`config.mk`:
```
export PLATFORM = sky130hd
export DESIGN_NAME = mem_access_sequencer_flat
export DESIGN_NICKNAME = d
export VERILOG_FILES = /design/src/rtl/mem_access_sequencer_if.sv /design/src/rtl/mem_access_sequencer.sv /design/src/flat_wrapper.sv
export SDC_FILE = /design/constraint.sdc
export NUM_CORES = 1
export LEC_CHECK = 0
export BUFFER_PORTS_ARGS = -buffer_cell sky130_fd_sc_hd__buf_2
export CORE_UTILIZATION = 60
export DETAILED_ROUTE_END_ITERATION = 12
export GPL_TIMING_DRIVEN = 0
export PLACE_DENSITY_LB_ADDON = 0.12
export SLEW_MARGIN = 10
export SYNTH_ARGS = -nofsm -noshare
export SYNTH_HDL_FRONTEND = slang
export SYNTH_SLANG_ARGS = --single-unit
```
`constraint.sdc`:
```
create_clock -name clk -period 5.86 [get_ports clk]
set_input_delay 0.586 -clock clk [delete_from_list [all_inputs] [get_ports clk]]
set_output_delay 0.586 -clock clk [all_outputs]
set_load 0.01 [all_outputs]
```
`src/rtl/mem_access_sequencer_if.sv`:
```
// Bundle of request, response and memory-port signals for mem_access_sequencer.
// slave  : the sequencer's view (accepts requests, drives the memory port).
// master : the requester/memory side's view.
interface mem_access_sequencer_if #(
    parameter int ADDR_W = 32
) ();
    logic              req_valid;
    logic              req_ready;
    logic              req_we;
    logic [2:0]        req_ctrl;
    logic [ADDR_W-1:0] req_addr;
    logic [31:0]       req_wdata;
    logic              rsp_valid;
    logic [31:0]       rsp_rdata;
    logic              rsp_err;
    logic [ADDR_W-1:0] mem_addr;
    logic [31:0]       mem_wdata;
    logic              mem_we;
    logic [2:0]        mem_ctrl;
    logic [31:0]       mem_rdata;

    modport slave (
        input  req_valid, req_we, req_ctrl, req_addr, req_wdata, mem_rdata,
        output req_ready, rsp_valid, rsp_rdata, rsp_err,
               mem_addr, mem_wdata, mem_we, mem_ctrl
    );

    modport master (
        output req_valid, req_we, req_ctrl, req_addr, req_wdata, mem_rdata,
        input  req_ready, rsp_valid, rsp_rdata, rsp_err,
               mem_addr, mem_wdata, mem_we, mem_ctrl
    );
endinterface

```
`src/rtl/mem_access_sequencer.sv`:
```
// mem_access_sequencer: turns byte/half/word loads and stores into word-aligned,
// full-word memory accesses. Sub-word and misaligned stores become
// read-modify-write; accesses crossing a word boundary are split in two.
// Optional build macro: MISALIGN_TRAP_EN -- reject non-naturally-aligned
// accesses with rsp_err instead of splitting them.
module mem_access_sequencer #(
    parameter int ADDR_W = 32
) (
    input  logic                   clk,
    input  logic                   rst,
    mem_access_sequencer_if.slave  bus
);

    typedef enum logic [2:0] {
        S_IDLE = 3'd0,
        S_RD0  = 3'd1,
        S_RD1  = 3'd2,
        S_WR0  = 3'd3,
        S_WR1  = 3'd4,
        S_RESP = 3'd5
    } state_e;

    state_e            state_q, state_d;
    logic [ADDR_W-1:0] addr_q, addr_d;
    logic              we_q, we_d;
    logic [2:0]        ctrl_q, ctrl_d;
    logic [31:0]       wdata_q, wdata_d;
    logic [31:0]       w0_q, w0_d;
    logic [31:0]       w1_q, w1_d;
    logic              err_q, err_d;
    logic              req_ready_q, req_ready_d;
    logic              rsp_valid_q, rsp_valid_d;
    logic [31:0]       rsp_rdata_q, rsp_rdata_d;
    logic              rsp_err_q, rsp_err_d;
    logic [ADDR_W-1:0] mem_addr_q, mem_addr_d;
    logic [31:0]       mem_wdata_q, mem_wdata_d;
    logic              mem_we_q, mem_we_d;

    logic              trap_s;
    logic              span_s;
    logic [7:0]        lanes_s;
    logic [63:0]       wshift_s;
    logic [ADDR_W-1:0] a0_s, a1_s;

    // Byte lanes touched across the two-word window {w1, w0}.
    function automatic logic [7:0] lanes_of(input logic [2:0] ctrl, input logic [1:0] off);
        logic [3:0] m;
        case (ctrl[1:0])
            2'b00:   m = 4'b0001;
            2'b01:   m = 4'b0011;
            default: m = 4'b1111;
        endcase
        return {4'b0000, m} << off;
    endfunction

    function automatic logic ctrl_ok(input logic we, input logic [2:0] ctrl);
        case ({we, ctrl})
            4'b0000, 4'b0001, 4'b0010, 4'b0100, 4'b0101: return 1'b1;
            4'b1000, 4'b1001, 4'b1010:                   return 1'b1;
            default:                                     return 1'b0;
        endcase
    endfunction

    function automatic logic misaligned(input logic [2:0] ctrl, input logic [1:0] off);
        case (ctrl[1:0])
            2'b01:   return off[0];
            2'b10:   return (off != 2'b00);
            default: return 1'b0;
        endcase
    endfunction

    // Replace the selected byte lanes of old_w with those of new_w.
    function automatic logic [31:0] merge_bytes(input logic [31:0] old_w,
                                                input logic [31:0] new_w,
                                                input logic [3:0]  lanes);
        logic [31:0] r;
        for (int i = 0; i < 4; i++) begin
            r[8*i +: 8] = lanes[i] ? new_w[8*i +: 8] : old_w[8*i +: 8];
        end
        return r;
    endfunction

    // Truncate the right-aligned window to the access size and extend it.
    function automatic logic [31:0] load_extend(input logic [2:0] ctrl, input logic [31:0] lw);
        case (ctrl[1:0])
            2'b00:   return ctrl[2] ? {24'h000000, lw[7:0]}  : {{24{lw[7]}},  lw[7:0]};
            2'b01:   return ctrl[2] ? {16'h0000,   lw[15:0]} : {{16{lw[15]}}, lw[15:0]};
            default: return lw;
        endcase
    endfunction

    // Next-state, request capture and next values of every registered output.
    always_comb begin
        state_d = state_q;
        addr_d  = addr_q;
        we_d    = we_q;
        ctrl_d  = ctrl_q;
        wdata_d = wdata_q;
        w0_d    = w0_q;
        w1_d    = w1_q;
        err_d   = err_q;
`ifdef MISALIGN_TRAP_EN
        trap_s  = misaligned(bus.req_ctrl, bus.req_addr[1:0]);
`else
        trap_s  = 1'b0;
`endif
        span_s  = (lanes_of(ctrl_q, addr_q[1:0]) >> 4) != 8'h00;

        case (state_q)
            S_IDLE: begin
                if (bus.req_valid) begin
                    addr_d  = bus.req_addr;
                    we_d    = bus.req_we;
                    ctrl_d  = bus.req_ctrl;
                    wdata_d = bus.req_wdata;
                    if (!ctrl_ok(bus.req_we, bus.req_ctrl) || trap_s) begin
                        err_d   = 1'b1;
                        state_d = S_RESP;
                    end else if (bus.req_we && (bus.req_ctrl == 3'b010) && (bus.req_addr[1:0] == 2'b00)) begin
                        err_d   = 1'b0;
                        state_d = S_WR0;
                    end else begin
                        err_d   = 1'b0;
                        state_d = S_RD0;
                    end
                end else begin
                    state_d = S_IDLE;
                end
            end
            S_RD0: begin
                w0_d = bus.mem_rdata;
                if (span_s)    state_d = S_RD1;
                else if (we_q) state_d = S_WR0;
                else           state_d = S_RESP;
            end
            S_RD1: begin
                w1_d = bus.mem_rdata;
                if (we_q) state_d = S_WR0;
                else      state_d = S_RESP;
            end
            S_WR0: begin
                if (span_s) state_d = S_WR1;
                else        state_d = S_RESP;
            end
            S_WR1:   state_d = S_RESP;
            S_RESP:  state_d = S_IDLE;
            default: state_d = S_IDLE;
        endcase

        // Outputs are registered, so they are derived from the state being entered.
        lanes_s  = lanes_of(ctrl_d, addr_d[1:0]);
        wshift_s = {32'h00000000, wdata_d} << {addr_d[1:0], 3'b000};
        a0_s     = {addr_d[ADDR_W-1:2], 2'b00};
        a1_s     = a0_s + ADDR_W'(4);

        req_ready_d = (state_d == S_IDLE);
        rsp_valid_d = (state_d == S_RESP);
        mem_we_d    = (state_d == S_WR0) || (state_d == S_WR1);
        rsp_rdata_d = rsp_rdata_q;
        rsp_err_d   = rsp_err_q;
        mem_addr_d  = mem_addr_q;
        mem_wdata_d = mem_wdata_q;

        case (state_d)
            S_RD0:  mem_addr_d = a0_s;
            S_RD1:  mem_addr_d = a1_s;
            S_WR0: begin
                mem_addr_d  = a0_s;
                mem_wdata_d = merge_bytes(w0_d, wshift_s[31:0], lanes_s[3:0]);
            end
            S_WR1: begin
                mem_addr_d  = a1_s;
                mem_wdata_d = merge_bytes(w1_d, wshift_s[63:32], lanes_s[7:4]);
            end
            S_RESP: begin
                rsp_err_d = err_d;
                if (err_d || we_d) rsp_rdata_d = 32'h00000000;
                else rsp_rdata_d = load_extend(ctrl_d, 32'({w1_d, w0_d} >> {addr_d[1:0], 3'b000}));
            end
            default: mem_addr_d = mem_addr_q;
        endcase
    end

    // State, request and output registers with synchronous reset.
    always_ff @(posedge clk) begin
        if (rst) begin
            state_q     <= S_IDLE;
            addr_q      <= '0;
            we_q        <= 1'b0;
            ctrl_q      <= 3'b000;
            wdata_q     <= 32'h00000000;
            w0_q        <= 32'h00000000;
            w1_q        <= 32'h00000000;
            err_q       <= 1'b0;
            req_ready_q <= 1'b1;
            rsp_valid_q <= 1'b0;
            rsp_rdata_q <= 32'h00000000;
            rsp_err_q   <= 1'b0;
            mem_addr_q  <= '0;
            mem_wdata_q <= 32'h00000000;
            mem_we_q    <= 1'b0;
        end else begin
            state_q     <= state_d;
            addr_q      <= addr_d;
            we_q        <= we_d;
            ctrl_q      <= ctrl_d;
            wdata_q     <= wdata_d;
            w0_q        <= w0_d;
            w1_q        <= w1_d;
            err_q       <= err_d;
            req_ready_q <= req_ready_d;
            rsp_valid_q <= rsp_valid_d;
            rsp_rdata_q <= rsp_rdata_d;
            rsp_err_q   <= rsp_err_d;
            mem_addr_q  <= mem_addr_d;
            mem_wdata_q <= mem_wdata_d;
            mem_we_q    <= mem_we_d;
        end
    end

    assign bus.req_ready = req_ready_q & ~rst;
    assign bus.rsp_valid = rsp_valid_q;
    assign bus.rsp_rdata = rsp_rdata_q;
    assign bus.rsp_err   = rsp_err_q;
    assign bus.mem_addr  = mem_addr_q;
    assign bus.mem_wdata = mem_wdata_q;
    assign bus.mem_we    = mem_we_q;
    assign bus.mem_ctrl  = 3'b010;

endmodule

```
`src/flat_wrapper.sv`:
```
// flat-port wrapper written by rule: the top's interface ports become plain ports
module mem_access_sequencer_flat 
#(
    parameter int ADDR_W = 32
)
  (clk, rst, bus_req_valid, bus_req_we, bus_req_ctrl, bus_req_addr, bus_req_wdata, bus_mem_rdata, bus_req_ready, bus_rsp_valid, bus_rsp_rdata, bus_rsp_err, bus_mem_addr, bus_mem_wdata, bus_mem_we, bus_mem_ctrl);
  mem_access_sequencer_if #(.ADDR_W(ADDR_W)) bus_i ();
  input  logic clk;
  input  logic rst;
  input wire logic [$bits(bus_i.req_valid)-1:0] bus_req_valid;
  input wire logic [$bits(bus_i.req_we)-1:0] bus_req_we;
  input wire logic [$bits(bus_i.req_ctrl)-1:0] bus_req_ctrl;
  input wire logic [$bits(bus_i.req_addr)-1:0] bus_req_addr;
  input wire logic [$bits(bus_i.req_wdata)-1:0] bus_req_wdata;
  input wire logic [$bits(bus_i.mem_rdata)-1:0] bus_mem_rdata;
  output wire logic [$bits(bus_i.req_ready)-1:0] bus_req_ready;
  output wire logic [$bits(bus_i.rsp_valid)-1:0] bus_rsp_valid;
  output wire logic [$bits(bus_i.rsp_rdata)-1:0] bus_rsp_rdata;
  output wire logic [$bits(bus_i.rsp_err)-1:0] bus_rsp_err;
  output wire logic [$bits(bus_i.mem_addr)-1:0] bus_mem_addr;
  output wire logic [$bits(bus_i.mem_wdata)-1:0] bus_mem_wdata;
  output wire logic [$bits(bus_i.mem_we)-1:0] bus_mem_we;
  output wire logic [$bits(bus_i.mem_ctrl)-1:0] bus_mem_ctrl;
  assign bus_i.req_valid = bus_req_valid;
  assign bus_i.req_we = bus_req_we;
  assign bus_i.req_ctrl = bus_req_ctrl;
  assign bus_i.req_addr = bus_req_addr;
  assign bus_i.req_wdata = bus_req_wdata;
  assign bus_i.mem_rdata = bus_mem_rdata;
  assign bus_req_ready = bus_i.req_ready;
  assign bus_rsp_valid = bus_i.rsp_valid;
  assign bus_rsp_rdata = bus_i.rsp_rdata;
  assign bus_rsp_err = bus_i.rsp_err;
  assign bus_mem_addr = bus_i.mem_addr;
  assign bus_mem_wdata = bus_i.mem_wdata;
  assign bus_mem_we = bus_i.mem_we;
  assign bus_mem_ctrl = bus_i.mem_ctrl;
  mem_access_sequencer #(.ADDR_W(ADDR_W)) u_core (.clk(clk), .rst(rst), .bus(bus_i));
endmodule
```
==> PnR_summary.wiki <==
{| class="wikitable"
! Metric !! Value
|-
| Clock buffer count from CTS || 25
|-
| Worst min path class || primary input to flip-flop
|-
| Io pins || approximately 210
|-
| Layout Cell Area excl Fill || 14510 µm²
|-
| Total of hold buffers inserted after clock tree synthesis || 0
|-
| Clock latency on the worst-skew pair || 530 ps
|-
| Leak pwr || 0.006011 µW
|-
| PwrDens || 347.4 nW/µm²
|-
| Number of nets in the final layout || 1792
|-
| Global-route wire length before repair || between 70000 and 80000 µm
|-
| Count of vias placed by the detailed router || 13170
|-
| Mean cell area of the mapped netlist || 8.475 µm²
|-
| Crit path buf inv count || 7
|-
| Area of the mapped netlist || 12360 µm²
|-
| Fraction of final layout cells sized beyond drive strength 1 || 19.35%
|-
| Area post-placement || 13710 µm²
|-
| Count of cells along the worst hold path || 3
|-
| Overall die height || about 150 µm
|-
| Final hold violations || 0
|-
| Number of synthesized register bits || ~230
|-
| Top FF cell, synth || sky130_fd_sc_hd__dfxtp_1
|-
| Share of Yosys cell area claimed by the top area cell type || a little under two fifths
|-
| Fmax || 0.2034 GHz
|-
| Largest clock skew in the final design || 7.951 ps
|-
| Via count of the first global-routing pass || 12260
|-
| Summed negative setup slack over all endpoints || 0 ps
|-
| Drt drc || 0
|-
| CP startpoint kind || flip-flop
|-
| Max-cap check violation count || 0
|-
| Antenna cell count || 0
|-
| CTS Root Buffer Type || sky130_fd_sc_hd__clkbuf_16
|-
| Yosys cell types || 75
|-
| Fraction of the yosys area taken by sequential cells || 37.89%
|-
| Library cell contributing the largest single delay on the critical path || sky130_fd_sc_hd__nor4b_4
|-
| Final Slew Violations || 0
|-
| Number of optimization iterations in the first detailed-route pass || 6
|-
| Delay contributed by the slowest stage of the critical path || 560 ps
|-
| Leading cell types by total area after synthesis || sky130_fd_sc_hd__dfxtp_1 38%, sky130_fd_sc_hd__mux2i_1 15%, sky130_fd_sc_hd__nor2_1 5.3%
|-
| Clock net sink count || 234
|-
| Routed wire length || 48650 µm
|-
| Die Footprint || 21180 µm²
|-
| Half-perimeter wire length of the detailed placement result || 37090 µm
|-
| Total power || slightly above 5000 µW
|-
| Worst setup startpoint || u_core.state_q[0]
|-
| Synth Warn # || 0
|-
| Endpoint kind of the worst setup timing path || flip-flop
|-
| Fraction of the cycle the final worst path needs || 83.88%
|-
| Number of antenna violations at the first check in global routing || 1
|-
| TritonCTS clock tree || built
|-
| Maximum fanout count along the critical path || 10
|-
| IO buf count || approximately 200
|-
| Ordered list of cells on the worst path || buf_4, nor4b_4, buf_4, buf_6, buf_2, buf_2, buf_2, nand2_1, nand2_1, ha_1, nand2_1, or4_1, nand2_1, buf_2, nand4b_1, or3_1, o211ai_1
|-
| Average wire length per cell after detail routing || 24.63 µm
|-
| Worst-case clock buffer depth || 3
|-
| Tightest slew margin relative to the limit || 14.26%
|-
| Maximum number of pins on one net before global-route repair || 15
|-
| Remaining number of nets flagged by the antenna check after routing || 0
|-
| Setup repair after global routing missed its margin || false
|-
| Setup Buffers After CTS || 0
|-
| Critical path data required time || 6310 ps
|-
| Clock transition at the register clock pins on the worst setup and hold paths after CTS || 60 ps
|-
| Count of cells along the worst register-to-register path || 17
|-
| Routed vias/inst || 6.667
|-
| # H-tree levels || 1
|-
| Effective utilization at floorplan || 61.11%
|-
| Outcome || completed
|-
| Total routing resource utilization after global routing || 44.77%
|-
| Worst hold path endpoint || u_core.wdata_q[18]
|-
| Cell row count || 52
|-
| VDD IR max || approximately 0.26 mV
|-
| Non-filler cells, final || 1975
|-
| Setup slack of the worst register-to-register path || 940 ps
|-
| Number of cells produced by synthesis || 1459
|-
| Critical path arrival || about 5400 ps
|-
| Number of resized instances in the post-cts repair step || 0
|-
| Crit path kind || flip-flop to flip-flop
|-
| Worst reg2reg path endpoint || u_core.bus.mem_addr[26]
|-
| Die X-Extent || 145.6 µm
|-
| Delay-heaviest family, CP || buffers and inverters
|-
| Crit path time final || 4915 ps
|-
| Number of violations reported at the end of detailed-routing iteration 0 || 1627
|-
| Standard cell core area || 20230 µm²
|-
| Start point of the worst min-delay path || bus_req_wdata[18]
|-
| Crit Reg-Reg Startpoint || u_core.state_q[0]
|-
| Async SR Flop Fraction || 0%
|-
| Synthesis-to-layout area growth || 17.38%
|-
| Library cell occupying the most area in the post-synthesis netlist || sky130_fd_sc_hd__dfxtp_1
|-
| Placer congestion estimate || slightly above 1
|-
| Final Setup Violations || 0
|-
| Actual slew at the worst max-slew pin || 1275 ps
|-
| Grt total ovfl || 0
|-
| Placed Instances || 1931
|-
| Post-synth EDFFs || 0
|}
[cells in the mapped netlist (5+ instances only)]
| cell type | number |
|---|---|
| sky130_fd_sc_hd__a32oi_1 | 8 |
| sky130_fd_sc_hd__nor3b_1 | 6 |
| sky130_fd_sc_hd__and2_1 | 13 |
| sky130_fd_sc_hd__inv_1 | 11 |
| sky130_fd_sc_hd__a211oi_1 | 35 |
| sky130_fd_sc_hd__o22ai_1 | 20 |
| sky130_fd_sc_hd__o221ai_1 | 12 |
| sky130_fd_sc_hd__buf_4 | 9 |
| sky130_fd_sc_hd__nand4_1 | 22 |
| sky130_fd_sc_hd__nand3_1 | 42 |
| sky130_fd_sc_hd__buf_1 | 6 |
| sky130_fd_sc_hd__buf_2 | 31 |
| sky130_fd_sc_hd__or4_1 | 6 |
| sky130_fd_sc_hd__o211ai_1 | 48 |
| sky130_fd_sc_hd__nor2b_1 | 16 |
| sky130_fd_sc_hd__mux2_2 | 25 |
| sky130_fd_sc_hd__a2bb2oi_1 | 5 |
| sky130_fd_sc_hd__a311o_1 | 5 |
| sky130_fd_sc_hd__nand2_1 | 172 |
| sky130_fd_sc_hd__and3_1 | 21 |
| sky130_fd_sc_hd__nor3_1 | 14 |
| sky130_fd_sc_hd__o21ai_0 | 44 |
| sky130_fd_sc_hd__clkbuf_1 | 72 |
| sky130_fd_sc_hd__a22o_1 | 9 |
| sky130_fd_sc_hd__a21oi_1 | 98 |
| sky130_fd_sc_hd__a31oi_1 | 17 |
| sky130_fd_sc_hd__dfxtp_1 | 234 |
| sky130_fd_sc_hd__nor2_1 | 176 |
| sky130_fd_sc_hd__mux2i_1 | 182 |
| sky130_fd_sc_hd__o21a_1 | 6 |
| sky130_fd_sc_hd__or3_1 | 6 |
[registers in the layout, summed over array words and instances (netlist names), 3 cells and up]
register and cells:
u_core.addr_q 32, u_core.bus.mem_addr 30, u_core.bus.mem_wdata 32, u_core.bus.rsp_rdata 32, u_core.ctrl_q 3, u_core.state_q 3, u_core.w0_q 32, u_core.w1_q 32
u_core.wdata_q 32
[cell families after synthesis]
| group | count (synthesis) | share of synthesized area, % |
|---|---|---|
| DFF | 234 | 37.89 |
| xor gates and xnor gates | 6 | 0.4250 |
| adders and majority gates | 1 | 0.1012 |
| muxes | 212 | 17.85 |
| AOI/OAI and AO/OA | 355 | 19.62 |
| buffers and inverters | 132 | 4.776 |
| and+or+nand+nor | 517 | 19.28 |
| other | 2 | 0.06074 |
[through the flow]
| step | setup WS (ps) | util [%] | hold WS (ps) |
|---|---|---|---|
| 2_1_floorplan | 2200 | - | 441.3 |
| 3_3_place_gp | 928.0 | 67.75 | 431.4 |
| 3_5_place_dp | 970.5 | 67.75 | 442.5 |
| 4_1_cts | 1129 | 71.72 | 321.3 |
| 5_1_grt | 860.5 | 71.72 | 324.8 |
| 6_report | 944.6 | 71.72 | 324.7 |
[cells in the final DEF (no fill, tap or decap), drive strengths merged, types with 6 or more instances in the layout]
cell    synthesis  final
a211oi         35     35
a21oi          98     98
a22o            9      9
a31oi          17     17
a32oi           8      8
and2           13     13
and3           21     21
buf            49    248
clkbuf         72    107
dfxtp         234    234
inv            11     11
mux2           25     25
mux2i         183    183
nand2         172    172
nand3          42     42
nand4          22     22
nor2          176    176
nor2b          16     16
nor3           18     18
nor3b           6      6
o211ai         48     48
o21a            6      6
o21ai          46     46
o221ai         12     12
o22ai          20     20
or2             6      6
or3             7      7
or4             6      6
[final cells by class]
type	instances	area, µm²
clock buffer	35	723.2
sequential	234	4684
tap	270	337.8
multi-input combinational	1096	7101
clock inverter	9	80.08
buffer	121	549.3
fill	1667	5722
timing repair buffer	199	996.0
inverter	11	41.29
[worst reg2reg max path: stages, from the launching register on]
cell	delay [ps]
sky130_fd_sc_hd__dfxtp_1	300
sky130_fd_sc_hd__buf_4	160
sky130_fd_sc_hd__nor4b_4	560
sky130_fd_sc_hd__buf_4	340
sky130_fd_sc_hd__buf_6	220
sky130_fd_sc_hd__buf_2	330
sky130_fd_sc_hd__buf_2	370
sky130_fd_sc_hd__buf_2	400
sky130_fd_sc_hd__nand2_1	120
sky130_fd_sc_hd__nand2_1	130
sky130_fd_sc_hd__ha_1	290
sky130_fd_sc_hd__nand2_1	70
sky130_fd_sc_hd__or4_1	420
sky130_fd_sc_hd__nand2_1	170
sky130_fd_sc_hd__buf_2	280
sky130_fd_sc_hd__nand4b_1	180
sky130_fd_sc_hd__or3_1	380
sky130_fd_sc_hd__o211ai_1	100
[worst max-delay path by stage]
stage                         endpoint  slack (ps)  cells past startpoint
6_report       u_core.bus.mem_addr[26]         940                     17
3_5_place_dp   u_core.bus.mem_addr[26]         970                     17
2_1_floorplan  u_core.bus.mem_addr[30]        2200                     16
5_1_grt        u_core.bus.mem_addr[26]         860                     17
4_1_cts        u_core.bus.mem_addr[26]        1130                     17
3_3_place_gp   u_core.bus.mem_addr[26]         930                     17
[layer usage]
layer	up-vias	routed length [µm]	GRT usage, %
li1	5786	-	-
met5	-	11	0
met4	2	2712	23.05
met3	175	5813	8.150
met2	1016	21270	70.46
met1	6189	18830	58.88
[power breakdown]
group / switching, µW / total (µW) / internal (µW)
Sequential: 93.7 / 1840 / 1750
Combinational: 1100 / 1630 / 523
Clock: 670 / 1570 / 902
No activity file was read; power rests on OpenSTA's default activity.
